### src/rtl/picorv32_pcpi_mux_if.sv
// ---------------------------------------------------------------------------
// picorv32_pcpi_mux_if
// Core-side PCPI bundle between the picorv32 core and the co-processor mux.
//
// Handshake: the core raises pcpi_valid with a stable insn/rs1/rs2 and keeps
// it high until it sees pcpi_int_ready or pcpi_int_timeout (each a one-cycle
// strobe). Dropping pcpi_valid early abandons the request without a strobe.
// pcpi_int_wait means a co-processor has claimed the request and is working.
//
// Modports:
//   master - core side (drives the request, receives the result)
//   slave  - mux side  (receives the request, drives the result)
// ---------------------------------------------------------------------------
interface picorv32_pcpi_mux_if #(
  parameter int XLEN = 32
);
  logic            pcpi_valid;
  logic [31:0]     pcpi_insn;
  logic [XLEN-1:0] pcpi_rs1;
  logic [XLEN-1:0] pcpi_rs2;
  logic            pcpi_int_wr;
  logic [XLEN-1:0] pcpi_int_rd;
  logic            pcpi_int_wait;
  logic            pcpi_int_ready;
  logic            pcpi_int_timeout;

  modport master (
    output pcpi_valid, pcpi_insn, pcpi_rs1, pcpi_rs2,
    input  pcpi_int_wr, pcpi_int_rd, pcpi_int_wait, pcpi_int_ready,
           pcpi_int_timeout
  );

  modport slave (
    input  pcpi_valid, pcpi_insn, pcpi_rs1, pcpi_rs2,
    output pcpi_int_wr, pcpi_int_rd, pcpi_int_wait, pcpi_int_ready,
           pcpi_int_timeout
  );
endinterface

### src/rtl/picorv32_pcpi_mux.sv
// ---------------------------------------------------------------------------
// picorv32_pcpi_mux
// Registers a PCPI request from the core, broadcasts it to the channels
// selected by ch_enable (sampled at issue), and returns the first response
// (lowest-index ready channel wins) as a single pcpi_int_* result. Owns the
// PCPI timeout: TIMEOUT quiet cycles in ISSUE, or an empty mask, produce a
// one-cycle pcpi_int_timeout strobe.
//
// Ports:
//   clk, reset        clock, synchronous active-high reset
//   pcpi              core-side request/result bundle (slave modport)
//   ch_enable         channel mask, sampled when a request is issued
//   ch_valid          per-channel request (mask while ISSUE/BUSY)
//   ch_insn/rs1/rs2   registered request, broadcast to all channels
//   ch_wr/wait/ready  per-channel responses
//   ch_rd             per-channel results, channel i at [i*XLEN +: XLEN]
//   err_multi         sticky protocol error (checker build only)
//   dbg_state_o       current FSM state
//
// Build option: define PCPI_MUX_CHECK_EN to enable the protocol checker
// behind err_multi; otherwise err_multi is tied low.
// ---------------------------------------------------------------------------
module picorv32_pcpi_mux #(
  parameter int NCH     = 4,
  parameter int XLEN    = 32,
  parameter int TIMEOUT = 16
) (
  input  logic                clk,
  input  logic                reset,
  picorv32_pcpi_mux_if.slave  pcpi,
  input  logic [NCH-1:0]      ch_enable,
  output logic [NCH-1:0]      ch_valid,
  output logic [31:0]         ch_insn,
  output logic [XLEN-1:0]     ch_rs1,
  output logic [XLEN-1:0]     ch_rs2,
  input  logic [NCH-1:0]      ch_wr,
  input  logic [NCH-1:0]      ch_wait,
  input  logic [NCH-1:0]      ch_ready,
  input  logic [NCH*XLEN-1:0] ch_rd,
  output logic                err_multi,
  output logic [1:0]          dbg_state_o
);

  typedef enum logic [1:0] {IDLE, ISSUE, BUSY, DONE} state_e;

  localparam int CW   = $clog2(TIMEOUT + 1);
  localparam int IDXW = (NCH > 1) ? $clog2(NCH) : 1;
  localparam logic [CW-1:0] TO_LIMIT = CW'(TIMEOUT);

  state_e          state_q, state_d;
  logic [NCH-1:0]  mask_q, mask_d;
  logic [31:0]     insn_q, insn_d;
  logic [XLEN-1:0] rs1_q, rs1_d, rs2_q, rs2_d;
  logic [CW-1:0]   cnt_q, cnt_d;
  logic [XLEN-1:0] rd_q, rd_d;
  logic            wr_q, wr_d;
  logic            ready_q, ready_d;
  logic            timeout_q, timeout_d;
  logic            wait_q, wait_d;

  logic            active;
  logic [NCH-1:0]  rdy_m, wt_m;
  logic [IDXW-1:0] win;

  assign active = (state_q == ISSUE) || (state_q == BUSY);
  assign rdy_m  = ch_ready & mask_q;
  assign wt_m   = ch_wait & mask_q;

  // Fixed priority: scanning from the top down leaves the lowest index.
  always_comb begin
    win = '0;
    for (int i = NCH - 1; i >= 0; i--) begin
      if (rdy_m[i]) win = IDXW'(i);
    end
  end

  always_comb begin
    state_d   = state_q;
    mask_d    = mask_q;
    insn_d    = insn_q;
    rs1_d     = rs1_q;
    rs2_d     = rs2_q;
    cnt_d     = cnt_q;
    rd_d      = rd_q;
    wr_d      = wr_q;
    ready_d   = 1'b0;
    timeout_d = 1'b0;
    wait_d    = active && (|wt_m);

    case (state_q)
      IDLE: begin
        if (pcpi.pcpi_valid) begin
          insn_d = pcpi.pcpi_insn;
          rs1_d  = pcpi.pcpi_rs1;
          rs2_d  = pcpi.pcpi_rs2;
          mask_d = ch_enable;
          cnt_d  = '0;
          if (ch_enable == '0) begin
            // Nobody could ever claim it: report illegal instruction at once.
            timeout_d = 1'b1;
            state_d   = DONE;
          end else begin
            state_d = ISSUE;
          end
        end
      end
      ISSUE: begin
        if (!pcpi.pcpi_valid) begin
          state_d = IDLE;
        end else if (|rdy_m) begin
          // Ready beats both a same-cycle wait and the final timeout cycle.
          rd_d    = ch_rd[win*XLEN +: XLEN];
          wr_d    = ch_wr[win];
          ready_d = 1'b1;
          state_d = DONE;
        end else if (|wt_m) begin
          state_d = BUSY;
        end else if (cnt_q + CW'(1) == TO_LIMIT) begin
          timeout_d = 1'b1;
          state_d   = DONE;
        end else begin
          cnt_d = cnt_q + CW'(1);
        end
      end
      BUSY: begin
        // A claimed request is never timed out; the channel owns it.
        if (!pcpi.pcpi_valid) begin
          state_d = IDLE;
        end else if (|rdy_m) begin
          rd_d    = ch_rd[win*XLEN +: XLEN];
          wr_d    = ch_wr[win];
          ready_d = 1'b1;
          state_d = DONE;
        end
      end
      DONE: begin
        // Hold here until the core retires the request, so it is not reissued.
        if (!pcpi.pcpi_valid) state_d = IDLE;
      end
      default: state_d = IDLE;
    endcase
  end

  always_ff @(posedge clk) begin
    if (reset) begin
      state_q   <= IDLE;
      mask_q    <= '0;
      insn_q    <= '0;
      rs1_q     <= '0;
      rs2_q     <= '0;
      cnt_q     <= '0;
      rd_q      <= '0;
      wr_q      <= 1'b0;
      ready_q   <= 1'b0;
      timeout_q <= 1'b0;
      wait_q    <= 1'b0;
    end else begin
      state_q   <= state_d;
      mask_q    <= mask_d;
      insn_q    <= insn_d;
      rs1_q     <= rs1_d;
      rs2_q     <= rs2_d;
      cnt_q     <= cnt_d;
      rd_q      <= rd_d;
      wr_q      <= wr_d;
      ready_q   <= ready_d;
      timeout_q <= timeout_d;
      wait_q    <= wait_d;
    end
  end

`ifdef PCPI_MUX_CHECK_EN
  logic err_q;
  logic multi_rdy, stray_rdy;

  // rdy_m & (rdy_m - 1) clears the lowest set bit; non-zero means >= 2 set.
  assign multi_rdy = (rdy_m & (rdy_m - NCH'(1))) != '0;
  assign stray_rdy = (ch_ready & ~mask_q) != '0;

  always_ff @(posedge clk) begin
    if (reset) begin
      err_q <= 1'b0;
    end else if (active && (multi_rdy || stray_rdy)) begin
      err_q <= 1'b1;
    end
  end

  assign err_multi = err_q;
`else
  assign err_multi = 1'b0;
`endif

  assign ch_valid              = active ? mask_q : '0;
  assign ch_insn               = insn_q;
  assign ch_rs1                = rs1_q;
  assign ch_rs2                = rs2_q;
  assign pcpi.pcpi_int_wr      = wr_q;
  assign pcpi.pcpi_int_rd      = rd_q;
  assign pcpi.pcpi_int_wait    = wait_q;
  assign pcpi.pcpi_int_ready   = ready_q;
  assign pcpi.pcpi_int_timeout = timeout_q;
  assign dbg_state_o           = state_q;

endmodule

### src/flat_wrapper.sv
// flat-port wrapper written by rule: the top's interface ports become plain ports
module picorv32_pcpi_mux_flat 
#(
  parameter int NCH     = 4,
  parameter int XLEN    = 32,
  parameter int TIMEOUT = 16
)
  (clk, reset, ch_enable, ch_valid, ch_insn, ch_rs1, ch_rs2, ch_wr, ch_wait, ch_ready, ch_rd, err_multi, dbg_state_o, pcpi_pcpi_valid, pcpi_pcpi_insn, pcpi_pcpi_rs1, pcpi_pcpi_rs2, pcpi_pcpi_int_wr, pcpi_pcpi_int_rd, pcpi_pcpi_int_wait, pcpi_pcpi_int_ready, pcpi_pcpi_int_timeout);
  picorv32_pcpi_mux_if #(.XLEN(XLEN)) pcpi_i ();
  input  logic clk;
  input  logic reset;
  input  logic [NCH-1:0] ch_enable;
  output logic [NCH-1:0] ch_valid;
  output logic [31:0] ch_insn;
  output logic [XLEN-1:0] ch_rs1;
  output logic [XLEN-1:0] ch_rs2;
  input  logic [NCH-1:0] ch_wr;
  input  logic [NCH-1:0] ch_wait;
  input  logic [NCH-1:0] ch_ready;
  input  logic [NCH*XLEN-1:0] ch_rd;
  output logic err_multi;
  output logic [1:0] dbg_state_o;
  input wire logic [$bits(pcpi_i.pcpi_valid)-1:0] pcpi_pcpi_valid;
  input wire logic [$bits(pcpi_i.pcpi_insn)-1:0] pcpi_pcpi_insn;
  input wire logic [$bits(pcpi_i.pcpi_rs1)-1:0] pcpi_pcpi_rs1;
  input wire logic [$bits(pcpi_i.pcpi_rs2)-1:0] pcpi_pcpi_rs2;
  output wire logic [$bits(pcpi_i.pcpi_int_wr)-1:0] pcpi_pcpi_int_wr;
  output wire logic [$bits(pcpi_i.pcpi_int_rd)-1:0] pcpi_pcpi_int_rd;
  output wire logic [$bits(pcpi_i.pcpi_int_wait)-1:0] pcpi_pcpi_int_wait;
  output wire logic [$bits(pcpi_i.pcpi_int_ready)-1:0] pcpi_pcpi_int_ready;
  output wire logic [$bits(pcpi_i.pcpi_int_timeout)-1:0] pcpi_pcpi_int_timeout;
  assign pcpi_i.pcpi_valid = pcpi_pcpi_valid;
  assign pcpi_i.pcpi_insn = pcpi_pcpi_insn;
  assign pcpi_i.pcpi_rs1 = pcpi_pcpi_rs1;
  assign pcpi_i.pcpi_rs2 = pcpi_pcpi_rs2;
  assign pcpi_pcpi_int_wr = pcpi_i.pcpi_int_wr;
  assign pcpi_pcpi_int_rd = pcpi_i.pcpi_int_rd;
  assign pcpi_pcpi_int_wait = pcpi_i.pcpi_int_wait;
  assign pcpi_pcpi_int_ready = pcpi_i.pcpi_int_ready;
  assign pcpi_pcpi_int_timeout = pcpi_i.pcpi_int_timeout;
  picorv32_pcpi_mux #(.NCH(NCH), .XLEN(XLEN), .TIMEOUT(TIMEOUT)) u_core (.clk(clk), .reset(reset), .pcpi(pcpi_i), .ch_enable(ch_enable), .ch_valid(ch_valid), .ch_insn(ch_insn), .ch_rs1(ch_rs1), .ch_rs2(ch_rs2), .ch_wr(ch_wr), .ch_wait(ch_wait), .ch_ready(ch_ready), .ch_rd(ch_rd), .err_multi(err_multi), .dbg_state_o(dbg_state_o));
endmodule
### config.mk
export PLATFORM = sky130hd
export DESIGN_NAME = picorv32_pcpi_mux_flat
export DESIGN_NICKNAME = d
export VERILOG_FILES = /design/src/rtl/picorv32_pcpi_mux_if.sv /design/src/rtl/picorv32_pcpi_mux.sv /design/src/flat_wrapper.sv
export SDC_FILE = /design/constraint.sdc
export NUM_CORES = 1
export LEC_CHECK = 0
export BUFFER_PORTS_ARGS = -buffer_cell sky130_fd_sc_hd__clkbuf_2
export CAP_MARGIN = 10
export CORE_AREA = 2 2 148 150
export DETAILED_ROUTE_END_ITERATION = 8
export DIE_AREA = 0 0 150 152
export PLACE_DENSITY = 0.59
export SLEW_MARGIN = 30
export SYNTH_ARGS = -nofsm -noshare
export SYNTH_HDL_FRONTEND = slang
export SYNTH_SLANG_ARGS = --single-unit
### constraint.sdc
create_clock -name clk -period 1.5 [get_ports clk]
set_input_delay 0.15 -clock clk [delete_from_list [all_inputs] [get_ports clk]]
set_output_delay 0.15 -clock clk [all_outputs]
set_load 0.05 [all_outputs]
==> results.md, run 1 <==
Synth:
- The net count after synthesis is 962.
- The leading area contributor after synthesis is dfxtp_1.
- The dominant register cell in the synthesized netlist is dfxtp_1.
- Synthesis handed over a netlist of 714 instances.
- The post-synthesis instance area is 6090 µm².
- The register bit count reported by yosys is 143.
- The number of synthesized flops with an enable pin is 0.
- After synthesis, the mean cell area works out to 8.54 µm².
- During synthesis, Yosys emitted a total of 0 warnings.
- Of the post-synthesis cell area, the dominant cell type holds 0.470.
- In this run, distinct cell masters in the synthesized netlist total 48.
- The sequential-to-total area share from yosys stat is 0.470.
- The share of synthesized flip-flops with an asynchronous set or reset is 0.
- After synthesis, the cell types taking the most area are dfxtp_1 47%, nand2_1 15%, mux2i_1 11%, a21oi_1 8.6%, o221ai_1 4.6%.

STA:
- The final-layout worst hold slack is 0.0393 ns.
- For this run, the top clock speed supported by timing is 0.616 GHz.
- Dividing the final minimum period by the clock period gives 1.08.
- Setup violations remaining at the end of the flow were counted as 43.
- The number of pins exceeding their max-slew limit in the final report is 0.
- In the post-route analysis, the smallest setup slack over all paths is -0.123 ns.
- Subtracting the final worst setup slack from the clock period gives 1.62 ns.
- Setup repair after global routing could not meet its margin everywhere.
- The hold violation count in the final report is 0.
- On the final layout, the worst clock skew is 0.00777 ns.

Detailed routing:
- Once detail routing completed, the nets flagged for antenna violations numbered 0.
- In the final routed layout, each cell accounts on average for 16.1 µm.
- Using the TritonRoute via totals, the vias-per-cell ratio works out to 4.69.
- The first detailed-routing pass took 4 iterations.
- The routed wire length is 24300 µm.
- After detailed routing, the number of remaining DRC violations is 0.
- The final route contains 7106 vias.
- The number of DRC markers after the initial detailed-route iteration is 215.

Power:
- Of the total power, combinational logic draws 0.451.
- The share of total power dissipated in the clock network is 0.258.
- The net load switching power is 6830 µW.
- The worst-case IR drop observed on VDD is 0.682 mV.
- The fraction of power spent switching nets is 0.419.
- The total internal power is 9450 µW.
- Power spread over the standard cell area amounts to 1480 nW/µm².
- Summed over all cells, the static leakage comes to 0.00532 µW.
- Of the total power, registers draw 0.291.

Clock network:
- The number of clock sinks seen by CTS is 143.
- The clock buffer count from CTS is 17.
- CTS built an H-tree with a depth of 4.
- The root cell of the clock tree is clkbuf_16.
- The clock-pin slew reported for the worst setup and hold paths after clock tree synthesis is 0.07 ns.
- The source-to-sink clock delay at the later pin of the worst-skew pair is 0.42 ns.
- The number of buffers on the longest clock path is 2.
- TritonCTS built the clock tree.

Floorplan:
- The overall die width is 150 µm.
- The core area is 21400 µm².
- Measured along the y axis, the die boundary spans 152 µm.
- The die covers 22800 µm².
- The number of top-level pins is 382.
- The number of core rows is 54.
- For this configuration, the core starts out at a cell density of 0.285.

Hold path:
- The hold path startpoint is ch_rd[112].
- The cell count of the worst hold path is 3.
- The tightest min-delay check is of the in2reg type.
- The end of the worst hold path is u_core.pcpi.pcpi_int_rd[16].

Place:
- Detailed placement finished with a half-perimeter wire length of 16000 µm.
- The count of buffers added on input and output ports is 380.
- The routability congestion estimate from global placement is 0.797.
- OpenSTA, run right after detailed placement, puts the worst setup slack at -0.100 ns.
- Summing all placed instances gives a cell area of 8590 µm².

Status:
- The run finished, with violations left.
- The checks that failed: setup timing.

GRT:
- The number of antenna violations at the first check in global routing is 0.
- The first global-routing pass estimated 35200 µm of wire.
- The largest net degree at the start of global routing is 47.
- The total routing resource utilization after global routing is 0.194.
- Summed over all layers, the global routing overflow is 0.
- The via count of the first global-routing pass was 7120.

Setup path:
- The data required time at the worst endpoint is 1.79 ns.
- The startpoint identified for the worst register-to-register timing path is u_core.mask_q[2].
- STA classifies the critical path endpoint as a register.
- The logic depth of the worst register-to-register path is 6.
- The critical path is of the reg2reg type.
- The setup check on the worst reg-to-reg path leaves a slack of -0.12 ns.
- The largest fanout of any net on the critical path is 7.
- The data arrival time at the worst-slack endpoint is 1.91 ns.
- The reg-to-reg critical path endpoint is u_core.pcpi.pcpi_int_rd[6].
- STA classifies the critical path startpoint as a register.
- The timing startpoint of the critical path is u_core.mask_q[2].

Layout:
- The net count reported at finish is 1470.
- The layout-stage area growth over the synthesis result is 80.2%.
- The share of final-layout standard cells stronger than drive strength 1 is 0.457.
- After routing the design area is 11000 µm².
- 0 antenna diodes ended up in the layout.

Job:
- The tool flagged a number of max-cap violations equal to 0.
## power groups by stage
stage	clock network (µW)	logic [µW]	registers, µW
final	4200	7340	4730
after CTS	4330	6750	4720
after global placement	0	6250	4800
after floorplan	0	2700	6710
after global routing	4510	7820	4810
after detailed placement	0	6270	4820
## through the flow
stage / instances / total power (µW) / util / setup TNS [ns]
final: 1515 / 16300 / 0.514 / -3.79
after global routing: 1515 / 17100 / 0.514 / -6.90
after CTS: 1500 / 15800 / 0.487 / -2.14
after detailed placement: 1361 / 11100 / 0.402 / -0.933
after global placement: 1361 / 11000 / 0.402 / -0.127
after floorplan: 714 / 9410 / - / -0.0597
## placed cells by master (no fill, tap or decap), types with 5 or more instances in the layout
cell,Yosys,final
dfxtp_1,143,133
nor2_1,8,6
mux2i_1,67,50
dfxtp_2,0,6
dlygate4sd3_1,0,100
mux2i_2,0,16
inv_6,0,5
buf_12,5,13
buf_4,1,31
o221ai_2,1,21
clkbuf_2,0,375
and2_4,0,7
a21oi_1,105,104
o221ai_1,32,12
buf_6,1,12
nand2_1,243,237
clkbuf_16,0,28
## worst max-delay path by stage
stage	to	slack, ns	cells after the start
after CTS	ch_valid[3]	-0.08	4
final	u_core.pcpi.pcpi_int_rd[6]	-0.12	6
after global routing	u_core.pcpi.pcpi_int_rd[6]	-0.21	6
after detailed placement	u_core.dbg_state_o[0]	-0.10	5
after global placement	u_core.dbg_state_o[0]	-0.08	5
after floorplan	u_core.dbg_state_o[0]	-0.04	6
## cell families (layout without fill, tap and decap cells)
kind of cell | count (synthesis) | in the layout | share of synthesized area
AO/OA/AOI/OAI | 167 | 168 | 0.175
multiplexers | 68 | 68 | 0.113
other | 1 | 1 | 0.000615
buffers and inverters | 57 | 577 | 0.0526
adder cells (fa/ha/maj) | 5 | 5 | 0.0103
AND/OR/NAND/NOR | 273 | 273 | 0.179
flip-flops | 143 | 143 | 0.470
## registers in the layout, indices dropped and copies added, names as in the netlist
name,count
u_core.ch_insn,32
u_core.ch_rs1,32
u_core.ch_rs2,32
u_core.pcpi.pcpi_int_rd,32
u_core.cnt_q,5
u_core.mask_q,4
u_core.dbg_state_o,2
u_core.pcpi.pcpi_int_ready,1
u_core.pcpi.pcpi_int_timeout,1
u_core.pcpi.pcpi_int_wait,1
u_core.pcpi.pcpi_int_wr,1
## critical path, stage by stage (launching register included)
cell       delay, ns
dfxtp_4         0.37
nand2_4         0.05
a32oi_4         0.28
a21o_4          0.22
clkbuf_16       0.20
mux2i_2         0.24
o221ai_2        0.13
## Yosys cell counts, types with 2 or more instances
master,number
a22oi_1,3
clkbuf_4,2
buf_1,3
dfxtp_1,143
buf_12,5
nand3_1,2
o221ai_1,32
buf_2,5
a21oi_1,105
a21o_1,2
o21ai_0,4
and2_1,8
a22o_1,2
nand2b_1,2
a31oi_1,5
inv_1,3
clkbuf_1,37
nand2_1,243
ha_1,5
nor2_1,8
nor3_1,2
mux2i_1,67
## per-layer routing
metal | vias to the layer above | wire length, µm | GRT usage
met5 | - | 0 | 0
met2 | 268 | 12700 | 0.356
li1 | 3482 | - | -
met1 | 3309 | 9050 | 0.203
met4 | 0 | 801 | 0.0701
met3 | 47 | 1770 | 0.0625
## area by class of cell
cell class                 count  area (µm²)
clock buffer                  17         425
tap                          280         350
timing repair buffer         542        3780
multi-input combinational    515        3370
sequential                   143        2890
clock inverter                15         151
inverter                       3        16.3
fill                        1978       10400
## what timing repair did
action	in CTS	in global routing
pin swaps	13	23
buffers inserted	7	4
hold buffers	100	0
cloned	0	11
endpoints found under the setup margin	42	50
endpoints found under the hold margin	100	0
resized for setup	39	65
No activity file was read; power rests on OpenSTA's default activity.
==> run 2, diff against run 1 <==
Settings changed: BUFFER_PORTS_ARGS -buffer_cell sky130_fd_sc_hd__clkbuf_2 to -buffer_cell sky130_fd_sc_hd__buf_2.
==> run 2 against run 1 <==
  * Non-clock buffer count is 1 lower
  * Register-to-register slack lost 0.02 ns
  * Clock power up 3%
  * Sequential power is essentially flat
  * Worst setup slack got worse by 0.018 ns
  * Die area did not move
  * Final area shrank 2.6%
  * Critical path type unchanged
  * Global-route usage down 0.093 points
  * Critical path depth is the same
  * Combinational power is 2% lower
  * Hold slack lost 0.023 ns
  * Clock skew down 0.00065 ns
  * The run still ends with setup timing left
==> results.md, run 2 (synthesis gave the netlist of run 1 again) <==
Clock network:
- The number of clock buffers added by TritonCTS is 17.
- The clock tree from TritonCTS is built.
- The clock reaches the later pin of the worst-skew pair after 0.42 ns.
- In this run the clock root is driven by a clkbuf_16.
- The clock-pin slew reported for the worst setup and hold paths after clock tree synthesis is 0.07 ns.
- The number of clock sinks seen by CTS is 143.
- In this run the number of H-tree levels came out at 4.
- No sink is reached through more buffers than the 2 on the longest clock path.

Power:
- For this design the ratio of total power to cell area is 1520 nW/µm².
- The leakage power total is 0.00536 µW.
- IR analysis of the VDD net gives a maximum drop of 0.787 mV.
- The total power consumption of the routed design is 16200 µW.

GRT:
- Entering global routing, the biggest net connects 45 pins.
- The wire length of the first global-routing pass is 34900 µm.
- The number of antenna violations at the first check in global routing is 0.
- The total routing resource utilization after global routing is 0.193.
- The via count of the first global-routing pass came to 6846.
- Summed over all layers, the global routing overflow is 0.

Detailed routing:
- The mean routed wirelength per cell is 15.7 µm.
- The number of DRC markers after the initial detailed-route iteration is 271.
- The post-detailed-route via-to-cell ratio is 4.63.
- The number of routed nets with antenna violations is 0.
- The routed wire length is 23700 µm.
- Detailed routing inserted a total of 7022 vias.
- The first detailed-routing pass took 7 iterations.
- After detailed routing, the number of remaining DRC violations is 0.

STA:
- Setup repair after global routing could not meet its margin everywhere.
- For this run, the top clock speed supported by timing is 0.609 GHz.
- The part of the cycle the worst path needs is 1.09.
- The number of pins exceeding their max-slew limit in the final report is 0.
- The final critical path time including I/O delays and setup is 1.64 ns.
- Hold timing on the final database bottoms out at a slack of 0.0160 ns.
- The hold violation count in the final report is 0.
- The post-layout worst setup margin is -0.142 ns.
- The setup TNS is -2.64 ns.
- The setup-violating endpoint count in the final report is 43.
- The clock arrives with 0.00712 ns of skew.

Floorplan:
- The number of core rows is 54.
- The die boundary height is 152 µm.
- The die covers 22800 µm².
- The overall die width is 150 µm.
- The number of top-level pins is 382.
- The core area is 21400 µm².
- The starting density of the core is 0.285.

Hold path:
- The cell count of the worst hold path is 3.
- In this run the worst hold path is classified as in2reg.

Layout:
- Across the whole layout, storage elements account for 2880 µm².
- The final-layout fill cell count is 1999.
- The net count reported at finish is 1470.
- The leading cell type in the layout, fill and taps excluded is buf_2.
- The final standard cell area without fillers is 10700 µm².
- The final antenna diode count is 0.
- The share of final-layout standard cells stronger than drive strength 1 is 0.437.
- The area occupied by multi-input gates is 3220 µm².
- The area growth from synthesis to layout is 75.6%.
- The top cell types in the final layout, fill and taps aside, are 375 x buf_2, 236 x nand2_1, 134 x dfxtp_1.

Job:
- Across the run, the number of max-cap violations was 0.

Setup path:
- The logic depth of the worst register-to-register path is 6.
- The largest fanout of any net on the critical path is 4.
- The critical path start-end classification is reg2reg.
- Data on the critical path is required at its endpoint by 1.81 ns.
- The startpoint kind of the worst setup timing path is a register.
- The worst setup path is captured at a register.
- The setup check on the worst reg-to-reg path leaves a slack of -0.14 ns.
- For the worst setup path, the data arrival time is 1.95 ns.

Place:
- In this run the tool buffered the top-level ports with 380 buffer cells.
- The congestion estimate from routability-driven global placement came to 0.799.
- The post-DP HPWL is 15800 µm.
- OpenSTA, run right after detailed placement, puts the worst setup slack at -0.0956 ns.
- The instance area at placement is 8590 µm².

Status:
- The run finished, with violations left.
- The checks that failed: setup timing.
## run 2: area by class of cell
class	count	area share
Multi-Input combinational cell	516	0.301
Timing Repair Buffer	541	0.340
Clock buffer	17	0.0398
Inverter	3	0.00152
Tap cell	280	0.0327
Sequential cell	143	0.269
Clock inverter	15	0.0153
## run 2: worst paths after layout
path                                      to               from
hold reg to reg            u_core.ch_insn[2]  u_core.ch_insn[2]
setup / recovery       u_core.dbg_state_o[0]   u_core.mask_q[2]
hold / removal    u_core.pcpi.pcpi_int_rd[7]         ch_rd[103]
setup reg to reg       u_core.dbg_state_o[0]   u_core.mask_q[2]
## run 2: critical path, cell delays in order, from the launching register on
cell and delay, ns:
dfxtp_4 0.36, buf_12 0.12, a22oi_2 0.24, nand2_2 0.14, a211oi_4 0.28, a21oi_4 0.10
mux2_4 0.30
## run 2: routing by layer
metal,share of wire,track usage,vias to the layer above
met2,0.52,0.351,273
met3,0.077,0.0598,42
li1,-,-,3482
met1,0.38,0.211,3225
met4,0.023,0.0602,0
met5,0,0,-
## run 2: power breakdown
| part | internal, µW | switching (µW) | total, µW |
|---|---|---|---|
| Sequential | 4400 | 319 | 4720 |
| Clock | 2380 | 1940 | 4320 |
| Combinational | 2620 | 4580 | 7200 |
## run 2: metrics by stage
step            util  instances
2_1_floorplan      -        714
3_5_place_dp   0.402       1364
4_1_cts        0.486       1504
6_report       0.501       1515
3_3_place_gp   0.402       1364
5_1_grt        0.501       1515
## run 2: timing repair
item,CTS,global route
hold endpoints to repair,99,0
cloned,0,5
setup endpoints to repair,44,75
pin swaps,14,29
setup buffers,10,6
resized for setup,37,40
hold buffers,99,0
